**src/rtl/spi_slave.sv**
```systemverilog
// rtl/spi_slave.sv - SPI slave, all four CPOL/CPHA modes, oversampled on clk.
// spi_clk, cs and mosi are synchronized and sampled; spi_clk half-periods must be >= 4 clk.
module spi_slave #(
  parameter int DATA_WIDTH = 8
) (
  input  logic                  clk,
  input  logic                  reset,
  input  logic                  polarity,
  input  logic                  phase,
  input  logic                  spi_clk,
  input  logic                  cs,
  input  logic                  mosi,
  output logic                  miso,
  input  logic [DATA_WIDTH-1:0] data_wr,
  output logic [DATA_WIDTH-1:0] data_rd,
  output logic                  rx_valid,
  output logic                  busy,
  output logic [3:0]            state,
  output logic [3:0]            count
);

  localparam logic [3:0] IDLE  = 4'd0;
  localparam logic [3:0] LOAD  = 4'd1;
  localparam logic [3:0] SHIFT = 4'd2;
  localparam logic [3:0] DONE  = 4'd3;

  localparam logic [3:0]            LAST_BIT = 4'(DATA_WIDTH);
  localparam logic [DATA_WIDTH-1:0] MSB_ONE  = {1'b1, {(DATA_WIDTH-1){1'b0}}};

  logic sclk_meta_q, sclk_sync_q, sclk_prev_q;
  logic cs_meta_q, cs_sync_q, cs_prev_q;
  logic mosi_meta_q, mosi_sync_q;

  logic [3:0]            state_q, state_d;
  logic [3:0]            count_q, count_d;
  logic [DATA_WIDTH-1:0] tx_q, tx_d;
  logic [DATA_WIDTH-2:0] rx_q, rx_d;
  logic                  pol_q, pol_d;
  logic                  pha_q, pha_d;
  logic                  miso_q, miso_d;
  logic [DATA_WIDTH-1:0] data_rd_q, data_rd_d;
  logic                  rx_valid_q, rx_valid_d;

  logic                  sclk_edge, lead_edge, trail_edge;
  logic                  sample_edge, drive_edge;
  logic [DATA_WIDTH-1:0] rx_next;
  logic [3:0]            count_inc;
  logic                  tx_bit;

  // cs_prev_q resets low so a cs already low at reset release is not a falling edge.
  always_ff @(posedge clk or posedge reset) begin
    if (reset) begin
      sclk_meta_q <= 1'b0;
      sclk_sync_q <= 1'b0;
      sclk_prev_q <= 1'b0;
      cs_meta_q   <= 1'b0;
      cs_sync_q   <= 1'b0;
      cs_prev_q   <= 1'b0;
      mosi_meta_q <= 1'b0;
      mosi_sync_q <= 1'b0;
    end else begin
      sclk_meta_q <= spi_clk;
      sclk_sync_q <= sclk_meta_q;
      sclk_prev_q <= sclk_sync_q;
      cs_meta_q   <= cs;
      cs_sync_q   <= cs_meta_q;
      cs_prev_q   <= cs_sync_q;
      mosi_meta_q <= mosi;
      mosi_sync_q <= mosi_meta_q;
    end
  end

  assign sclk_edge   = sclk_sync_q ^ sclk_prev_q;
  assign lead_edge   = sclk_edge & (sclk_sync_q ^ pol_q);
  assign trail_edge  = sclk_edge & ~(sclk_sync_q ^ pol_q);
  assign sample_edge = pha_q ? trail_edge : lead_edge;
  assign drive_edge  = pha_q ? lead_edge : trail_edge;
  assign rx_next     = {rx_q, mosi_sync_q};
  assign count_inc   = count_q + 4'd1;
  // Next transmit bit is indexed by bits already sampled; in CPHA=1 the first drive re-sends the MSB.
  assign tx_bit      = |(tx_q & (MSB_ONE >> count_q));

  always_comb begin
    state_d    = state_q;
    count_d    = count_q;
    tx_d       = tx_q;
    rx_d       = rx_q;
    pol_d      = pol_q;
    pha_d      = pha_q;
    miso_d     = miso_q;
    data_rd_d  = data_rd_q;
    rx_valid_d = 1'b0;
    case (state_q)
      IDLE: begin
        miso_d = 1'b0;
        if (!cs_sync_q && cs_prev_q) state_d = LOAD;
      end
      LOAD: begin
        count_d = 4'd0;
        if (cs_sync_q) begin
          miso_d  = 1'b0;
          state_d = IDLE;
        end else begin
          tx_d    = data_wr;
          rx_d    = '0;
          pol_d   = polarity;
          pha_d   = phase;
          miso_d  = data_wr[DATA_WIDTH-1];
          state_d = SHIFT;
        end
      end
      SHIFT: begin
        // cs release outranks any spi_clk edge seen in the same clk.
        if (cs_sync_q) begin
          count_d = 4'd0;
          miso_d  = 1'b0;
          state_d = IDLE;
        end else if (sample_edge) begin
          rx_d    = rx_next[DATA_WIDTH-2:0];
          count_d = count_inc;
          if (count_inc == LAST_BIT) begin
            data_rd_d  = rx_next;
            rx_valid_d = 1'b1;
            state_d    = DONE;
          end
        end else if (drive_edge) begin
          miso_d = tx_bit;
        end
      end
      DONE: begin
        if (cs_sync_q) begin
          miso_d  = 1'b0;
          state_d = IDLE;
        end
      end
      default: begin
        count_d = 4'd0;
        miso_d  = 1'b0;
        state_d = IDLE;
      end
    endcase
  end

  always_ff @(posedge clk or posedge reset) begin
    if (reset) begin
      state_q    <= IDLE;
      count_q    <= 4'd0;
      tx_q       <= '0;
      rx_q       <= '0;
      pol_q      <= 1'b0;
      pha_q      <= 1'b0;
      miso_q     <= 1'b0;
      data_rd_q  <= '0;
      rx_valid_q <= 1'b0;
    end else begin
      state_q    <= state_d;
      count_q    <= count_d;
      tx_q       <= tx_d;
      rx_q       <= rx_d;
      pol_q      <= pol_d;
      pha_q      <= pha_d;
      miso_q     <= miso_d;
      data_rd_q  <= data_rd_d;
      rx_valid_q <= rx_valid_d;
    end
  end

  assign miso     = miso_q;
  assign data_rd  = data_rd_q;
  assign rx_valid = rx_valid_q;
  assign busy     = (state_q != IDLE);
  assign state    = state_q;
  assign count    = count_q;

endmodule

```
**config.mk**
```make
export PLATFORM = sky130hd
export DESIGN_NAME = spi_slave
export DESIGN_NICKNAME = d
export VERILOG_FILES = /design/src/rtl/spi_slave.sv
export SDC_FILE = /design/constraint.sdc
export NUM_CORES = 1
export LEC_CHECK = 0
export BUFFER_PORTS_ARGS = -buffer_cell sky130_fd_sc_hd__clkbuf_2
export CORE_MARGIN = 8
export CORE_UTILIZATION = 54
export DETAILED_ROUTE_END_ITERATION = 10
export GPL_TIMING_DRIVEN = 0
export MAX_ROUTING_LAYER = met4
export PLACE_DENSITY = 0.75
export SETUP_SLACK_MARGIN = 0.3
export SLEW_MARGIN = 20
export SYNTH_ARGS = -nofsm -noshare
export SYNTH_HDL_FRONTEND = slang
export SYNTH_SLANG_ARGS = --single-unit
```
**constraint.sdc**
```tcl
create_clock -name clk -period 2.49 [get_ports clk]
set_input_delay 0.1245 -clock clk [delete_from_list [all_inputs] [get_ports clk]]
set_output_delay 0.1245 -clock clk [all_outputs]
set_load 0.02 [all_outputs]
```
### Yosys cells after proc, flatten, opt, wreduce, memory -nomap -nowiden

Index checks and enable logic that the tools add are counted.

* flip-flop bits (word level): 43
* bits of input ports: 15
* output and inout port bits: 19
* logic and storage cells: 79

* $add $sub $neg: 1
* equal/unequal tests: 13
* shifts and indexed selects: 1
* muxes and demuxes: 26
* bitwise gates (word level): 8
* reductions and logical operators: 13

Operators by type and width (count)
* $mux 4: 7
* $mux 7: 3
* $pmux 4 s4: 1
* $pmux 7 s2: 1
* $ne 3x3->1 const B: 4
* $reduce_and 4->1: 3
* $mux 1: 11
* $ne 2x2->1 const B: 5
* $and 8x8->8: 1
* $eq 4x2->1 const B: 2
* $pmux 4 s2: 1
* $reduce_or 8->1: 1
* $shr 8x4->8 const A: 1
* $add 4x1->4 const B: 1
* $eq 4x1->1 const B: 1
* $eq 4x4->1 const B: 1
* $logic_not 4->1: 1
* $reduce_and 2->1: 2
* $reduce_bool 4->1: 1
* $not 1->1: 3
* $pmux 1 s3: 1
* $reduce_and 3->1: 1
* $and 1x1->1: 2
* $mux 2: 1
* 5 further kinds: 6

### Logic depth before layout (Yosys ltp)

Gate-level depths: netlist of run 1.

* word-level depth: 8
* gate-level depth with buffers: 8

### Least setup slack after synthesis of run 1

OpenSTA, ideal clock, no wires.

* path kind: register to register
* from: register state_q[0] (netlist: state[0])
* to: register data_rd_q[0] (netlist: data_rd[0])
* library setup time: 0.125 ns
* arrival: 1.711 ns
* data required time: 2.365 ns
* path slack: 0.654 ns
* cell stages (with the launch flop): 8
* path buffers: 1
* cell sequence: dfrtp_1 > inv_1 > ha_1 > clkbuf_1 > nand2b_1 > nor2_2 > nand2_4 > mux2_2

* cells in the longest elaborated chain, start to end: 2

RTL lines
* start: declaration: line 34 `logic [3:0] state_q, state_d;`
* start signal: assignment: line 156 `state_q <= state_d;`
* $eq 4x2->1: line 93 `case (state_q)`
* $reduce_and 4->1 (no line)
* end signal: assignment: line 163 `data_rd_q <= data_rd_d;`
* end: declaration: line 41 `logic [DATA_WIDTH-1:0] data_rd_q, data_rd_d;`

Every way passes these cells.
A chain may end at the register's enable or synchronous reset.

### Worst setup path after layout of run 1

* from: register state_q[1] (netlist: state[1])
* to: register tx_q[3]

* cells in the longest elaborated chain, start to end: 2

RTL lines
* $eq 4x1->1: line 93
* $reduce_and 2->1 (no line)
* end signal: assignment: line 158 `tx_q <= tx_d;`
* end: declaration: line 36 `logic [DATA_WIDTH-1:0] tx_q, tx_d;`

Every way passes these cells.

==> results of run 1 <==
[metal layers]
metal / track usage, % / share of wire (%) / up-vias
li1: - / - / 603
met1: 15.2 / 41 / 605
met2: 24.6 / 49 / 35
met3: 4.04 / 6.0 / 11
met4: 10.9 / 3.0 / 0
met5: - / 0 / -
[synthesized netlist by cell type (all sizes together)]
cell type,n
a21bo,1
a21oi,3
a222oi,1
a22oi,1
a31oi,1
a32o,2
buf,3
clkbuf,2
conb,1
dfrtp,41
ha,11
inv,9
mux2,21
mux2i,4
nand2,22
nand2b,2
nand3,1
nor2,4
nor2b,5
nor3,1
o21ai,12
o21bai,1
o2bb2ai,1
xnor2,1
xor2,1
[cell families (layout without fill, tap and decap cells)]
logic type,Yosys count,after routing,synth area share (%)
flip-flops,41,41,55.4
AND/OR/NAND/NOR,35,35,8.72
multiplexers,25,25,15.3
AO/OA/AOI/OAI,23,23,8.05
buffers and inverters,14,63,3.45
adder cells (fa/ha/maj),11,11,7.44
XOR/XNOR,2,2,1.35
other,1,2,0.203
[through the flow]
stage / power (mW) / util, % / instance area [um^2] / std cells
after CTS: 1.86 / 67.8 / 2250 / 248
after detailed placement: 1.51 / 63.0 / 2090 / 231
after global placement: 1.46 / 62.4 / 2070 / 230
after floorplan: 1.35 / - / 1850 / 153
final: 1.85 / 67.9 / 2250 / 248
after global routing: 1.96 / 67.9 / 2250 / 248
[registers in the layout (all words and copies together) (netlist names)]
register	flops
tx_q	8
pol_q	1
mosi_meta_q	1
data_rd	8
pha_q	1
cs_sync_q	1
rx_q	7
count	4
sclk_sync_q	1
sclk_meta_q	1
cs_prev_q	1
state	2
miso	1
rx_valid	1
cs_meta_q	1
mosi_sync_q	1
sclk_prev_q	1
[power by group]
part           switching [mW]  leakage (nW)  internal, mW
Sequential             0.0905         0.530         0.784
Combinational           0.323         0.561         0.311
Clock                   0.205        0.0303         0.132
Total                   0.618          1.12          1.23
[critical path, cell delays in order, from the launching register on]
cell	delay [ns]
dfrtp_1	0.46
inv_1	0.13
ha_1	0.15
nor2b_1	0.29
clkbuf_1	0.47
mux2_2	0.41
[cell usage in the layout, fill, tap and decap left out]
| cell type | instances |
|---|---|
| mux2i_2 | 1 |
| nor2_1 | 3 |
| clkbuf_8 | 1 |
| nor2b_1 | 5 |
| a21bo_2 | 1 |
| nand3_1 | 1 |
| mux2i_1 | 3 |
| a21oi_1 | 3 |
| dfrtp_1 | 41 |
| o2bb2ai_1 | 1 |
| nand2b_1 | 2 |
| a22oi_1 | 1 |
| a31oi_1 | 1 |
| xnor2_2 | 1 |
| o21ai_2 | 1 |
| nor2_2 | 1 |
| ha_1 | 11 |
| inv_1 | 8 |
| nor3_1 | 1 |
| buf_12 | 1 |
| mux2_2 | 20 |
| o21bai_1 | 1 |
| inv_2 | 1 |
| a32o_1 | 2 |
| clkbuf_2 | 32 |
| a222oi_1 | 1 |
| nand2_1 | 21 |
| xor2_1 | 1 |
| mux2_4 | 1 |
| nand2_4 | 1 |
| dlygate4sd3_1 | 10 |
| conb_1 | 2 |
| clkinvlp_4 | 1 |
| clkbuf_4 | 5 |
| buf_4 | 3 |
| clkbuf_1 | 1 |
| o21ai_0 | 11 |
[cell type report]
type / instances / area share, %
buffer: 5 / 1.39
inverter: 9 / 1.50
sequential: 41 / 45.7
multi-input combinational: 98 / 34.0
timing repair buffer: 42 / 12.2
clock inverter: 1 / 0.334
tap: 46 / 2.56
clock buffer: 6 / 2.28
[worst paths after layout]
check	slack, ns	start	to	depth (start not counted)
max	0.46	state[1]	tx_q[3]	5
min	0.01	data_wr[2]	tx_q[2]	2
max reg2reg	0.46	state[1]	tx_q[3]	5
min reg2reg	0.36	mosi_meta_q	mosi_sync_q	0
max in group asynchronous	1.80	reset	rx_q[2]	4
min in group asynchronous	0.25	reset	count[3]	3
[repair_timing]
action / in CTS / in global routing
gates resized for setup: 0 / 2
hold buffers: 10 / 0
endpoints found under the hold margin: 50 / 0
endpoints found under the setup margin: 0 / 12
==> key figures, run 1 <==
Worst setup path
  – Startpoint Class: register
  – CP max FO: 10
  – Endpoint class of the critical path: register
  – Setup CP Type: reg -> reg
  – Worst EP required: 2.72 ns
  – Crit path DAT: 2.26 ns

Logic synthesis
  – Synth Register Bits: 41
  – Part of the Yosys area used for sequential elements: 55.4%
  – Syn Inst Count: 152
  – Mapped Area: 1850 um^2
  – Warnings from Yosys: 0
  – Synth unique cells: 30
  – Post-synthesis average cell area: 12.2 um^2
  – Yosys top cell area share: 55.4%
  – Largest cells by area after synthesis: dfrtp_1 55%, mux2_2 12%, ha_1 7.4%
  – Yosys top cell by area: dfrtp_1

Clocking
  – CTS tree: done
  – Setup Fix Bufs, Post-CTS: 0
  – CTS sink count: 41
  – Clock Path Buffers: 2
  – CTS Buf Count: 5
  – Clk_lat worst skew: 0.35 ns
  – Root Driver: clkbuf_4
  – CTS H-tree lvls: 2
  – Reg clk slew, reported paths: 0.12 ns

Detailed routing
  – 1st-iter DRT viols: 118
  – DRC violations left: 0
  – Drt first pass iters: 4
  – Per-cell routed wire length: 14.6 um
  – Via density: 5.06
  – Total wire length: 3620 um
  – Antenna Nets Post-Route: 0
  – DR vias: 1254

Die
  – Starting Density: 55.9%
  – I/O Pins: 34
  – Die W: 74.5 um
  – Die Area: 5560 um^2
  – Core Region: 3310 um^2
  – Rows: 21
  – Die Y-Extent: 74.5 um

Global route
  – Largest net degree at the start of global routing: 29
  – Overall Global Routing Usage: 15.0%
  – Initial antenna violation count: 0
  – Global-route wire length before repair: 5990 um
  – Gr ovfl total: 0
  – Vias in the first global route: 1334

Timing
  – Slew @ Worst Pin: 0.533 ns
  – RSZ-0062 raised after global routing: no
  – Slew HR: 64.5%
  – Max Slew Vio Count: 0
  – Setup violations, final: 0
  – Min Hold Slack: 0.0111 ns
  – Clock skew: 0.0140 ns
  – Setup TNS: 0 ns
  – PnR worst setup slack: 0.463 ns
  – Crit share post-route: 81.4%
  – Final Hold Vio Count: 0
  – Min Tclk post-route: 2.03 ns
  – Fmax: 493 MHz

Placement
  – GP Congestion: 0.852
  – I/O Buffers: 31
  – Dpl hpwl: 2630 um
  – Pre-CTS WS: 0.402 ns

Cells and area
  – Layout overhead on the synthesized area: 21.4%
  – Fraction of layout cells with a size suffix above 1: 35.1%
  – Register area: 1030 um^2
  – Multi-input gate area: 764 um^2
  – Fillers: 257
  – Nets: 228
  – Diodes inserted: 0

Pwr
  – Pwr dens: 821 nW/um^2
  – P_leak: 1.12 nW
  – Max VDD drop: 0.000510 V

Flow run
  – MaxCap Viol Count: 0

Min path
  – Hold Path Class: in -> reg

Run status
  – Status: complete, no violations
Power figures use the tool's default switching activity.
==> run 2: changes to the inputs <==
--- a/config.mk
+++ b/config.mk
@@ -7,11 +7,11 @@
 export LEC_CHECK = 0
 export BUFFER_PORTS_ARGS = -buffer_cell sky130_fd_sc_hd__clkbuf_2
 export CORE_MARGIN = 8
-export CORE_UTILIZATION = 54
+export CORE_UTILIZATION = 49
 export DETAILED_ROUTE_END_ITERATION = 10
 export GPL_TIMING_DRIVEN = 0
 export MAX_ROUTING_LAYER = met4
-export PLACE_DENSITY = 0.75
+export PLACE_DENSITY = 0.71
 export SETUP_SLACK_MARGIN = 0.3
 export SLEW_MARGIN = 20
 export SYNTH_ARGS = -nofsm -noshare
==> constraint.sdc (replaced) <==
create_clock -name clk -period 1.7 [get_ports clk]
set_input_delay 0.085 -clock clk [delete_from_list [all_inputs] [get_ports clk]]
set_output_delay 0.085 -clock clk [all_outputs]
set_load 0.02 [all_outputs]
==> key figures, run 2 (synthesis gave the netlist of run 1 again) <==
Run status
  – Status: finished, violations left
  – Failing checks: setup timing

Pwr
  – Max VDD drop: 0.00108 V (+110%)
  – Design Power: 3.63 mW (+97%)
  – P_leak: 1.34 nW (+20%)
  – Pwr dens: 1340 nW/um^2 (+63%)

Clocking
  – Reg clk slew, reported paths: 0.08 ns (-0.04 ns)
  – Clk_lat worst skew: 0.30 ns (-0.05 ns)
  – CTS Buf Count: 5 (unchanged)
  – CTS H-tree lvls: 2 (unchanged)
  – Root Driver: clkbuf_8
  – CTS sink count: 41 (unchanged)
  – Clock Path Buffers: 2 (unchanged)
  – CTS tree: done

Placement
  – GP Congestion: 0.806 (-5.5%)
  – Pre-CTS WS: -0.114 ns (-0.517 ns)
  – Placed Instance Area: 2240 um^2 (+7.3%)
  – Dpl hpwl: 2700 um (+2.6%)
  – I/O Buffers: 31 (unchanged)

Min path
  – Hold EP: tx_q[0]
  – Hold path startpoint: data_wr[0]
  – Hold path depth: 2 (unchanged)
  – Hold Path Class: in -> reg

Worst setup path
  – Crit path DAT: 1.92 ns (-0.34 ns)
  – Reg2reg path depth: 5 (unchanged)
  – Startpoint Class: register
  – Worst EP required: 1.88 ns (-0.84 ns)
  – Crit Reg-Reg Endpoint: state[0]
  – Setup CP Type: reg -> reg
  – CP max FO: 3 (-7)
  – R2R Setup Slk: -0.03 ns (-0.50 ns)
  – Endpoint class of the critical path: register
  – R2r startpoint: pol_q

Cells and area
  – Fin area: 2710 um^2 (+21%)
  – Diodes inserted: 0 (unchanged)
  – Layout overhead on the synthesized area: 46.6%
  – Nets: 245 (+7.5%)
  – Most frequent cells in the layout: 36 x dfrtp_1, 31 x clkbuf_2, 18 x mux2_4
  – Most common cell after layout, fill and taps aside: dfrtp_1
  – Fraction of layout cells with a size suffix above 1: 55.9% (+21 points)

Flow run
  – MaxCap Viol Count: 0 (unchanged)

Detailed routing
  – Drt first pass iters: 5 (+1)
  – 1st-iter DRT viols: 69 (-42%)
  – Top routing layer used: met4
  – Via density: 5.12 (+1.2%)
  – Metal2 WL: 2210 um (+24%)
  – DRC violations left: 0 (unchanged)
  – Per-cell routed wire length: 15.8 um (+8.2%)
  – DR vias: 1372 (+9.4%)
  – Met1 WL: 1760 um (+18%)
  – Total wire length: 4230 um (+17%)
  – Antenna Nets Post-Route: 0 (unchanged)
  – Routed wl met3: 210 um (-3.7%)

Global route
  – Gr ovfl total: 0 (unchanged)
  – Vias in the first global route: 1417 (+6.2%)
  – Largest net degree at the start of global routing: 33 (+14%)
  – Initial antenna violation count: 0 (unchanged)
  – Global-route wire length before repair: 6660 um (+11%)
  – Overall Global Routing Usage: 14.1% (-0.92 points)

Die
  – Starting Density: 50.9% (-5.0 points)
  – Rows: 22 (+4.8%)
  – Core Region: 3630 um^2 (+9.8%)
  – Die W: 77.5 um (+3.9%)
  – I/O Pins: 34 (unchanged)
  – Die Y-Extent: 77.5 um (+3.9%)
  – Die Area: 6000 um^2 (+8.0%)

Timing
  – Max Slew Vio Count: 0 (unchanged)
  – Setup TNS: -0.0631 ns (-0.0631 ns)
  – Final Hold Vio Count: 0 (unchanged)
  – Crit share post-route: 102% (+21 points)
  – RSZ-0062 raised after global routing: yes
  – PnR worst setup slack: -0.0334 ns (-0.496 ns)
  – Fmax: 577 MHz (+17%)
  – Clock skew: 0.00720 ns (-0.00677 ns)
  – Min Tclk post-route: 1.73 ns (-0.294 ns)
  – Setup violations, final: 7 (+7)
## run 2: area by class of cell
cell class | count | area [um^2]
timing repair buffer | 58 | 414
buffer | 5 | 66.3
sequential | 41 | 1030
inverter | 9 | 33.8
tap | 48 | 60.1
clock buffer | 7 | 86.3
multi-input combinational | 99 | 990
clock inverter | 1 | 30.0
fill | 255 | 921
## run 2: power breakdown
part           internal (mW)  switching [mW]  leakage, nW  total, mW
clock network          0.479           0.332       0.0585      0.811
registers               1.15           0.137        0.522       1.29
logic                  0.870           0.659        0.764       1.53
total                   2.50            1.13         1.34       3.63
## run 2: per-stage QoR
step                      hold WS (ns)  util [%]  instances
after global routing           0.00839      74.7        268
after detailed placement        0.0110      61.6        233
after floorplan                  0.116         -        153
after global placement           0.193      61.1        232
after CTS                       0.0141      71.2        260
final                           0.0170      74.7        268
## run 2: timing repair
item	CTS	global route
gates resized for setup	14	27
setup endpoints to repair	30	32
setup buffers	12	8
pin swaps	12	10
cloned	3	0
hold endpoints to repair	44	0
hold buffers	4	0
## run 2: layer usage
metal / vias up / global-route usage, %
li1: 642 / -
met1: 690 / 15.9
met2: 34 / 23.7
met3: 6 / 4.38
met5: - / -
met4: 0 / 3.96
## run 2: worst max-delay path by stage
| stage | to | from |
|---|---|---|
| after floorplan | state[0] | pol_q |
| after global placement | data_rd[0] | pol_q |
| after detailed placement | data_rd[7] | pol_q |
| after CTS | state[0] | pha_q |
| after global routing | state[0] | pol_q |
| final | state[0] | pol_q |
## run 2: critical path: stages (launching register included)
cell and delay, ns:
dfrtp_1 0.42, xnor2_2 0.26, mux2i_4 0.35, nor3_2 0.09, o21ai_2 0.18, mux2_4 0.32
==> run 3: changes to the inputs <==
--- a/config.mk
+++ b/config.mk
@@ -7,11 +7,11 @@
 export LEC_CHECK = 0
 export BUFFER_PORTS_ARGS = -buffer_cell sky130_fd_sc_hd__clkbuf_2
 export CORE_MARGIN = 8
-export CORE_UTILIZATION = 49
+export CORE_UTILIZATION = 58
 export DETAILED_ROUTE_END_ITERATION = 10
 export GPL_TIMING_DRIVEN = 0
 export MAX_ROUTING_LAYER = met4
-export PLACE_DENSITY = 0.71
+export PLACE_DENSITY = 0.8
 export SETUP_SLACK_MARGIN = 0.3
 export SLEW_MARGIN = 20
 export SYNTH_ARGS = -nofsm -noshare
==> constraint.sdc (replaced) <==
create_clock -name clk -period 2.19 [get_ports clk]
set_input_delay 0.1095 -clock clk [delete_from_list [all_inputs] [get_ports clk]]
set_output_delay 0.1095 -clock clk [all_outputs]
set_load 0.02 [all_outputs]
==> key figures, run 3 (synthesis gave the netlist of run 1 again) <==
Timing
  – RSZ-0062 raised after global routing: yes
  – Final Hold Vio Count: 0 (unchanged)
  – Setup violations, final: 0 (-7)
  – Crit share post-route: 86.1% (-16 points)
  – Setup TNS: 0 ns (+0.0631 ns)
  – Min Tclk post-route: 1.89 ns (+0.152 ns)
  – Fmax: 530 MHz (-8.1%)
  – PnR worst setup slack: 0.305 ns (+0.338 ns)
  – Max Slew Vio Count: 0 (unchanged)
  – Clock skew: 0.00580 ns (-0.00140 ns)

Placement
  – Pre-CTS WS: 0.105 ns (+0.220 ns)
  – Placed Instance Area: 2080 um^2 (-6.9%)
  – GP Congestion: 0.800 (-0.68%)
  – Dpl hpwl: 2700 um (+0.22%)
  – I/O Buffers: 31 (unchanged)

Die
  – Die Y-Extent: 72.5 um (-6.4%)
  – Core Region: 3050 um^2 (-16%)
  – I/O Pins: 34 (unchanged)
  – Rows: 20 (-9.1%)
  – Die Area: 5250 um^2 (-12%)
  – Starting Density: 60.6% (+9.7 points)
  – Die W: 72.5 um (-6.4%)

Worst setup path
  – Worst EP required: 2.43 ns (+0.55 ns)
  – CP max FO: 6 (+3)
  – Startpoint Class: register
  – Crit path DAT: 2.12 ns (+0.20 ns)
  – Endpoint class of the critical path: register
  – Setup CP Type: reg -> reg

Pwr
  – P_leak: 1.16 nW (-14%)
  – Switching Share: 32.6% (+1.6 points)
  – Clock power frac: 20.3% (-2.0 points)
  – Max VDD drop: 0.000626 V (-42%)
  – Logic pwr share: 35.6% (-6.5 points)
  – Internal power: 1.52 mW (-39%)
  – Psw: 737 uW (-35%)
  – Sequential power share: 44.1% (+8.5 points)
  – Pwr dens: 964 nW/um^2 (-28%)

Min path
  – Hold Path Class: in -> reg

Global route
  – Global-route wire length before repair: 6220 um (-6.5%)
  – Overall Global Routing Usage: 15.6% (+1.5 points)
  – Initial antenna violation count: 0 (unchanged)
  – Largest net degree at the start of global routing: 29 (-12%)
  – Vias in the first global route: 1413 (-0.28%)
  – Gr ovfl total: 0 (unchanged)

Clocking
  – CTS sink count: 41 (unchanged)
  – Reg clk slew, reported paths: 0.11 ns (+0.03 ns)
  – Root Driver: clkbuf_4
  – CTS Buf Count: 5 (unchanged)
  – Clock Path Buffers: 2 (unchanged)
  – Clk_lat worst skew: 0.34 ns (+0.04 ns)
  – CTS tree: done
  – CTS H-tree lvls: 2 (unchanged)

Detailed routing
  – Drt first pass iters: 4 (-1)
  – DRC violations left: 0 (unchanged)
  – Per-cell routed wire length: 15.6 um (-1.4%)
  – Total wire length: 3890 um (-8.0%)
  – DR vias: 1306 (-4.8%)
  – 1st-iter DRT viols: 77 (+12%)
  – Via density: 5.22 (+2.0%)
  – Antenna Nets Post-Route: 0 (unchanged)

Cells and area
  – Most frequent cells in the layout: 38 x dfrtp_1, 32 x clkbuf_2, 21 x nand2_1
  – Nets: 232 (-5.3%)
  – Fraction of layout cells with a size suffix above 1: 40.3% (-16 points)
  – Fin area: 2340 um^2 (-14%)
  – Most common cell after layout, fill and taps aside: dfrtp_1
  – Diodes inserted: 0 (unchanged)
  – Layout overhead on the synthesized area: 26.6%

Run status
  – Status: complete, no violations

Flow run
  – MaxCap Viol Count: 0 (unchanged)
-- run 3: cell types whose count changed in the layout (fill, tap and decap cells not counted), sizes merged --
| cell | delta |
|---|---|
| clkinv | +1 |
| nand2 | -1 |
| clkbuf | -2 |
| buf | -20 |
| dlygate4sd3 | +8 |
-- run 3: worst paths after layout --
kind	end	cells past startpoint	startpoint	slack, ns
max in group asynchronous	count[0]	4	reset	1.50
max	state[0]	6	count[1]	0.30
min reg2reg	sclk_sync_q	0	sclk_meta_q	0.36
max reg2reg	state[0]	6	count[1]	0.30
min in group asynchronous	rx_valid	3	reset	0.24
min	tx_q[7]	3	data_wr[7]	0.008
-- run 3: power groups by stage --
stage	Clock [mW]	Combinational [mW]	Sequential (mW)
3_3_place_gp	0	0.665	0.994
2_1_floorplan	0	0.522	1.01
5_1_grt	0.502	0.876	1.02
6_report	0.459	0.804	0.996
4_1_cts	0.469	0.739	0.997
3_5_place_dp	0	0.708	1.01
-- run 3: through the flow --
stage | hold slack [ns] | total power [mW] | utilization (%) | instances
finish | 0.00779 | 2.26 | 76.8 | 250
global route | 0.0352 | 2.39 | 76.8 | 250
CTS | 0.000523 | 2.21 | 73.9 | 244
detailed placement | 0.0697 | 1.72 | 68.3 | 229
global placement | 0.218 | 1.66 | 67.6 | 228
floorplan | 0.141 | 1.53 | - | 153
-- run 3: area by class of cell --
type / instances / area, um^2
sequential: 41 / 1030
multi-input combinational: 98 / 810
fill: 211 / 709
timing repair buffer: 46 / 310
tap: 44 / 55.1
clock buffer: 5 / 37.5
clock inverter: 2 / 35.0
inverter: 9 / 33.8
buffer: 5 / 32.5
-- run 3: routing by layer --
metal | part of all wire (%) | global-route usage, % | vias to the layer above
li1 | - | - | 616
met1 | 39 | 16.2 | 643
met2 | 54 | 26.7 | 36
met3 | 5.1 | 5.37 | 11
met4 | 2.5 | 6.00 | 0
met5 | 0 | - | -
-- run 3: critical path, stage by stage, from the launching register on --
cell     delay, ns
dfrtp_2       0.46
ha_1          0.23
ha_1          0.34
nand2_1       0.13
nor3_2        0.20
o21ai_2       0.11
mux2_4        0.30
-- run 3: repair_timing --
| action | in CTS | in global routing |
|---|---|---|
| pin swaps | 0 | 1 |
| gates cloned | 0 | 0 |
| hold buffers | 8 | 4 |
| resized for setup | 7 | 9 |
| endpoints found under the setup margin | 25 | 24 |
| hold endpoints to repair | 40 | 4 |
| setup buffers | 0 | 2 |
